$ cat config.mk
export PLATFORM = sky130hd
export DESIGN_NAME = program_loader
export DESIGN_NICKNAME = d
export VERILOG_FILES = /design/src/rtl/program_loader.sv
export SDC_FILE = /design/constraint.sdc
export NUM_CORES = 1
export LEC_CHECK = 0
export BUFFER_PORTS_ARGS = -buffer_cell sky130_fd_sc_hd__buf_2
export CAP_MARGIN = 0
export CORE_ASPECT_RATIO = 1.5
export CORE_MARGIN = 2
export CORE_UTILIZATION = 45
export CTS_CLUSTER_DIAMETER = 150
export DETAILED_ROUTE_END_ITERATION = 8
export PLACE_DENSITY = 0.7
export SLEW_MARGIN = 20
export SYNTH_ARGS = -nofsm -noshare
export SYNTH_HDL_FRONTEND = slang
export SYNTH_SLANG_ARGS = --single-unit
$ cat constraint.sdc
create_clock -name CLK -period 4.8 [get_ports CLK]
set_input_delay 0.96 -clock CLK [delete_from_list [all_inputs] [get_ports CLK]]
set_output_delay 0.96 -clock CLK [all_outputs]
set_load 0.02 [all_outputs]
$ cat src/rtl/program_loader.sv
// Boot-stage stream loader: takes a length header plus N words, writes them to memory
// from address 0, and holds the processor in reset until the image is in place.
module program_loader #(
  parameter int DATA_W   = 32,
  parameter int ADDR_W   = 6,
  parameter int DEPTH    = 64,
  parameter int RST_HOLD = 4
) (
  input  logic              CLK,
  input  logic              RST,
  input  logic              load_start,
  input  logic              in_valid,
  input  logic [DATA_W-1:0] in_data,
  output logic              in_ready,
  output logic              LWE,
  output logic [ADDR_W-1:0] LADDR,
  output logic [DATA_W-1:0] LDATA,
  output logic              CPU_RST,
  output logic              done,
  output logic              error
);

  typedef enum logic [2:0] {
    S_IDLE, S_HDR, S_DATA, S_HOLD, S_RUN, S_ERR
  } state_t;

  state_t              r_state;
  state_t              w_next;
  logic                r_in_ready;
  logic                r_lwe;
  logic [ADDR_W-1:0]   r_laddr;
  logic [DATA_W-1:0]   r_ldata;
  logic                r_cpu_rst;
  logic                r_done;
  logic                r_error;
  logic [ADDR_W-1:0]   r_idx;
  logic [ADDR_W-1:0]   r_last;
  logic [7:0]          r_hold;
  logic                w_accept;
  logic                w_hdr_bad;
  logic                w_last_word;
  logic                w_hold_done;

  assign w_accept    = in_valid & r_in_ready;
  assign w_hdr_bad   = (in_data == '0) || (in_data > DATA_W'(DEPTH));
  assign w_last_word = (r_idx == r_last);
  assign w_hold_done = (r_hold == 8'(RST_HOLD - 1));

  always_ff @(posedge CLK or negedge RST) begin
    if (!RST) r_state <= S_IDLE;
    else      r_state <= w_next;
  end

  always_comb begin
    w_next = r_state;
    case (r_state)
      S_IDLE: if (load_start) w_next = S_HDR;
      S_HDR:  if (w_accept) w_next = w_hdr_bad ? S_ERR : S_DATA;
      S_DATA: if (w_accept && w_last_word) w_next = S_HOLD;
      S_HOLD: if (w_hold_done) w_next = S_RUN;
      S_RUN:  if (load_start) w_next = S_HDR;
      S_ERR:  if (load_start) w_next = S_HDR;
      default: w_next = S_IDLE;
    endcase
  end

  // Status outputs are registered from the next state so they line up with r_state.
  always_ff @(posedge CLK or negedge RST) begin
    if (!RST) begin
      r_in_ready <= 1'b0;
      r_lwe      <= 1'b0;
      r_laddr    <= '0;
      r_ldata    <= '0;
      r_cpu_rst  <= 1'b1;
      r_done     <= 1'b0;
      r_error    <= 1'b0;
      r_idx      <= '0;
      r_last     <= '0;
      r_hold     <= '0;
    end else begin
      r_in_ready <= (w_next == S_HDR) || (w_next == S_DATA);
      r_cpu_rst  <= (w_next != S_RUN);
      r_done     <= (w_next == S_RUN);
      r_error    <= (w_next == S_ERR);
      r_lwe      <= 1'b0;
      if (r_state == S_HDR && w_accept) begin
        r_last <= ADDR_W'(in_data - DATA_W'(1));
        r_idx  <= '0;
      end
      if (r_state == S_DATA && w_accept) begin
        r_lwe   <= 1'b1;
        r_laddr <= r_idx;
        r_ldata <= in_data;
        if (!w_last_word) r_idx <= r_idx + ADDR_W'(1);
      end
      if (r_state == S_HOLD) r_hold <= r_hold + 8'd1;
      else                   r_hold <= '0;
    end
  end

  assign in_ready = r_in_ready;
  assign LWE      = r_lwe;
  assign LADDR    = r_laddr;
  assign LDATA    = r_ldata;
  assign CPU_RST  = r_cpu_rst;
  assign done     = r_done;
  assign error    = r_error;

endmodule
* After elaboration in Yosys (flattened, before gate mapping)
Index checks and enable logic that the tools add are counted. Widths: inputs -> output; s select.
Word-level totals: word-level logic and storage cells 47, register bits after elaboration 66
Operators by class: reductions and logical operators 8, equality and inequality tests 12, add/sub/neg operators 3, $lt $le $gt $ge 1, mux-type cells 11, bitwise operators 1
Operator list (count):
- $gt 32x7->1 const B | 1
- $logic_not 32->1 | 1
- $mux 6 | 3
- $mux 3 | 5
- $eq 3x3->1 const B | 4
- $pmux 3 s4 | 1
- $eq 3x2->1 const B | 3
- $add 8x1->8 const B | 1
- $eq 8x2->1 const B | 1
- $mux 8 | 1
- $add 6x1->6 const B | 1
- $eq 3x1->1 const B | 2
- $eq 6x6->1 | 1
- $sub 6x1->6 const B | 1
- $logic_and 1x1->1 | 3
- $logic_not 3->1 | 1
- $ne 3x3->1 const B | 1
- $reduce_or 3->1 | 1
- $logic_or 1x1->1 | 2
- $and 1x1->1 | 1
- $mux 1 | 1

* Depth between registers and ports, before layout
depth after elaboration 7, mapped depth 7

* Least setup slack after synthesis
OpenSTA, ideal clock, no wires.
path kind input to register, from in in_data[3], to reg r_in_ready, in the netlist in_ready, arrival time 2.295 ns, stages 6, path slack 2.433 ns, cell sequence nor4_1 nand3_1 a2111oi_0 o211ai_1 xor2_1 nor2_1
On the way: cells in the longest elaborated chain, start to end 7, elaborated cells on any way between the ends 9, classes of those cells order compare (1); eq/ne (2); mux (3); reduce/logical (3)
Ends and longest elaborated chain:
- start, declared | line 13 | input logic [DATA_W-1:0] in_data,
- $gt 32x7->1 / $logic_not 32->1 (equally long branches) | line 45 | assign w_hdr_bad = (in_data == '0) || (in_data > DATA_W'(DEPTH));
- $logic_or 1x1->1 * | line 45
- $mux 3 * (2 in series) | line 58 | S_HDR: if (w_accept) w_next = w_hdr_bad ? S_ERR : S_DATA;
- $pmux 3 s4 * | line 56 | case (r_state)
- named net w_next[0] | line 28 | state_t w_next;
- $eq 3x1->1 / $eq 3x2->1 (equally long branches) | line 81 | r_in_ready <= (w_next == S_HDR) || (w_next == S_DATA);
- $logic_or 1x1->1 * | line 81
- end signal, assigned | line 81
- end, declared | line 29 | logic r_in_ready;
The timed path passes the listed nets; every way through them passes the cells marked *. A chain may end at the register's enable or synchronous reset.

* Worst setup path after layout
from in in_valid, to reg r_idx[4]
On the way: cells in the longest elaborated chain, start to end 5, elaborated cells on any way between the ends 6, classes of those cells mux (3); bitwise (1); reduce/logical (2)
Ends and longest elaborated chain:
- start, declared | line 12 | input logic in_valid,
- $and 1x1->1 * | line 44 | assign w_accept = in_valid & r_in_ready;
- $logic_and 1x1->1 | line 86 | if (r_state == S_HDR && w_accept) begin
- $mux 6 | line 86
- $mux 6 | line 94 | if (!w_last_word) r_idx <= r_idx + ADDR_W'(1);
- $mux 6 * | line 90 | if (r_state == S_DATA && w_accept) begin
- end signal, assigned | line 94
- end, declared | line 36 | logic [ADDR_W-1:0] r_idx;
Every way passes the cells marked *; elsewhere a longest branch is shown, timed or not.

==> out/metrics.csv <==
stage;metric;value;unit
sta;Slew HR;36.48;%
finish;antenna cells;0;
critical_path;FF-to-FF setup slack;2.35;ns
finish;Final Net Count;355;
sta;fmax;379.9;MHz
finish;share of layout cells above drive strength 1;42.95;%
clock_network;clock sink count;66;
placement;Port Buffer Count;78;
hold_path;Worst Hold Path Cells;1;
drt;first-pass iteration count of the detailed router;4;
critical_path;Worst setup SP type;primary input;
sta;Fin. Hold Viols;0;
logic_synthesis;synthesized instance count;231;
grt;vias in the first global route;2055;
logic_synthesis;synth top area cells;dfrtp_1 (56%), mux2_2 (15%), xor2_1 (3.0%);
grt;Tot GR Track Use;17.25;%
drt;# DRC;0;
critical_path;CP endpoint kind;flip-flop;
logic_synthesis;predominant post-synthesis flop cell;dfrtp_1;
status;status;finished, final reports clean;
logic_synthesis;top-count cell post-synth;dfrtp_1;
logic_synthesis;post-synth top area cell;dfrtp_1;
sta;minimum hold slack;0.5002;ns
logic_synthesis;Syn Nets;271;
floorplan;top-level port count;79;
power;Peak VDD IR;0.0001955;V
logic_synthesis;#FFs+latches synth;66;
logic_synthesis;number of synthesis warnings;0;
hold_path;Hold Crit Start;LADDR[0]$_DFFE_PN0P_;
critical_path;worst path required time;4.98;ns
clock_network;maximum clock insertion buffer count;2;
clock_network;Reg clk slew, reported paths;0.07;ns
floorplan;die area;0.007079;sq mm
critical_path;depth of the most critical reg-to-reg path;7;
grt;antenna violations before repair;0;
placement;DP HPWL;4088;um
clock_network;setup repair bufs after CTS;0;
placement;GP Congestion;0.8133;
hold_path;Worst Hold End;LADDR[0]$_DFFE_PN0P_;
floorplan;site row count;35;
critical_path;crit-path cells;buf_2, nand4b_1, nor2_4, buf_4, o21ai_0, and2_1, o21ai_0, o31ai_1;
critical_path;Crit path max-delay family;compound AO/OA/AOI/OAI gates;
grt;global route overflow;0;
clock_network;# hold bufs at CTS;0;
floorplan;Initial Utilization;46.71;%
critical_path;RR Startpoint;r_state[2]$_DFF_PN0_;
sta;Final setup viols;0;
clock_network;Worst-Skew Late Latency;0.33;ns
logic_synthesis;share of the synthesized area in the top cell type;56.40;%
finish;synthesis-to-layout area growth;22.26;%
grt;largest net degree at the start of global routing;67;
drt;drt total wl;5523;um
sta;RSZ-0062 raised after global routing;no;
sta;max-slew violations;0;
power;total leakage power;0.001842;uW
critical_path;Max stage delay on crit path;0.49;ns
sta;Final min period;2.632;ns
flow_run;maxcap violations;0;
sta;Post-Route Setup TNS;0;ns
logic_synthesis;sequential area share after synthesis;57.31;%
clock_network;# H-tree levels;3;
clock_network;TritonCTS buffer count;9;
logic_synthesis;Syn Area/Cell;12.48;sq um
floorplan;die width;69.37;um
critical_path;CP Class;in -> reg;
critical_path;CP max FO;40;
drt;ANT nets after route;0;
floorplan;core area;0.006175;sq mm
power;PD cells;353.4;mW/mm^2
critical_path;slowest cell on the critical path;o21ai_0;
critical_path;CP dominant cell by count;o21ai_0;
logic_synthesis;Post-synth EDFFs;0;
critical_path;crit path DAT;2.81;ns
logic_synthesis;most frequent cells after synthesis;dfrtp_1 (65), mux2_2 (38), nor2_1 (15);
drt;drt wl/cell;14.05;um
sta;worst slew pin tran;0.9429;ns
drt;Via density;5.163;
clock_network;TritonCTS clock tree;done;
drt;via count;2029;
floorplan;die height;102.1;um
logic_synthesis;synthesized cell area;0.002884;sq mm
drt;drt initial violations;81;
grt;first-pass GRT wire length;9528;um
clock_network;root buf cell;clkbuf_8;
sta;clock skew;0.005363;ns
critical_path;crit path from;in_valid;
critical_path;reg-to-reg critical path endpoint;r_idx[4]$_DFF_PN0_;
critical_path;Buf/Inv on CP;2;
logic_synthesis;synth unique cells;37;
sta;period utilisation layout;54.83;%
hold_path;worst hold path class;reg -> reg;
logic_synthesis;asr flop ratio synth;100.0;%
clock_network;cts repair resizes;0;
## sequential cells by signal (all words and copies together) (netlist names)
signal	cells
done	1
error	1
LADDR	6
r_last	6
r_state	3
r_idx	6
CPU_RST	1
LDATA	32
in_ready	1
r_hold	8
LWE	1
## layout make-up
class	count	area (sq um)
clock inverters	2	12.51
inverters	5	18.77
repair buffers	80	405.4
fillers	543	2649
clock buffers	13	158.9
well taps	74	92.59
multi-input cells	153	1185
flip-flops and latches	66	1653
## stage by stage
step / utilization [%] / setup slack [ns] / total power (uW) / instances / instance area [sq um]
2_1_floorplan: - / 2.433 / 786.3 / 231 / 2884
3_3_place_gp: 54.33 / 1.875 / 850.6 / 378 / 3354
3_5_place_dp: 54.33 / 1.822 / 856.5 / 378 / 3354
4_1_cts: 57.10 / 2.172 / 1261 / 393 / 3526
5_1_grt: 57.10 / 1.910 / 1317 / 393 / 3526
6_report: 57.10 / 2.168 / 1246 / 393 / 3526
## cells by family (layout without fill, tap and decap cells)
kind of cell               Yosys count  in the layout  share of synthesized area, %
xor gates and xnor gates            19             19                         5.770
and+or+nand+nor                     68             68                         12.10
muxes                               38             38                         14.84
adders and majority gates            4              4                         1.735
AOI/OAI and AO/OA                   24             24                         6.378
DFF                                 66             66                         57.31
buffers and inverters               12            100                         1.865
## worst max-delay path by stage
stage	endpoint	cells after the start
6_report	r_idx[4]$_DFF_PN0_	8
5_1_grt	r_idx[4]$_DFF_PN0_	8
4_1_cts	r_idx[5]$_DFF_PN0_	8
3_5_place_dp	r_idx[5]$_DFF_PN0_	8
3_3_place_gp	r_idx[4]$_DFF_PN0_	8
2_1_floorplan	in_ready$_DFF_PN0_	6
## report_power, final
part           leakage [uW]  internal (uW)  switching [uW]  total (uW)
sequential         0.000903            605            37.4         642
combinational      0.000854           86.1             113         199
clock             0.0000855            212             192         404
total               0.00184            903             342        1250
## metal layers
layer	routed length [um]	GRT usage (%)	part of all wire (%)	vias up
met5	0	0	0	-
met4	153	11.01	2.8	0
met3	300	3.748	5.4	11
met2	2769	29.07	50	56
met1	2300	20.05	42	980
li1	-	-	-	982
## placed cells by master, fill, tap and decap left out, drive strengths merged, types with 2 or more instances in the layout
cell type,n
and2,3
or4,2
a21oi,2
mux2,38
ha,4
nand3,10
a21boi,2
o31ai,3
dfrtp,65
xnor2,9
o211ai,3
buf,80
o21ai,11
nand4,2
nor3,2
nor2,15
inv,5
nor4,7
clkbuf,13
or2,2
xor2,10
nand2,14
and3,3
a2111oi,2
nor2b,4
(Power assumes the default switching activity.)
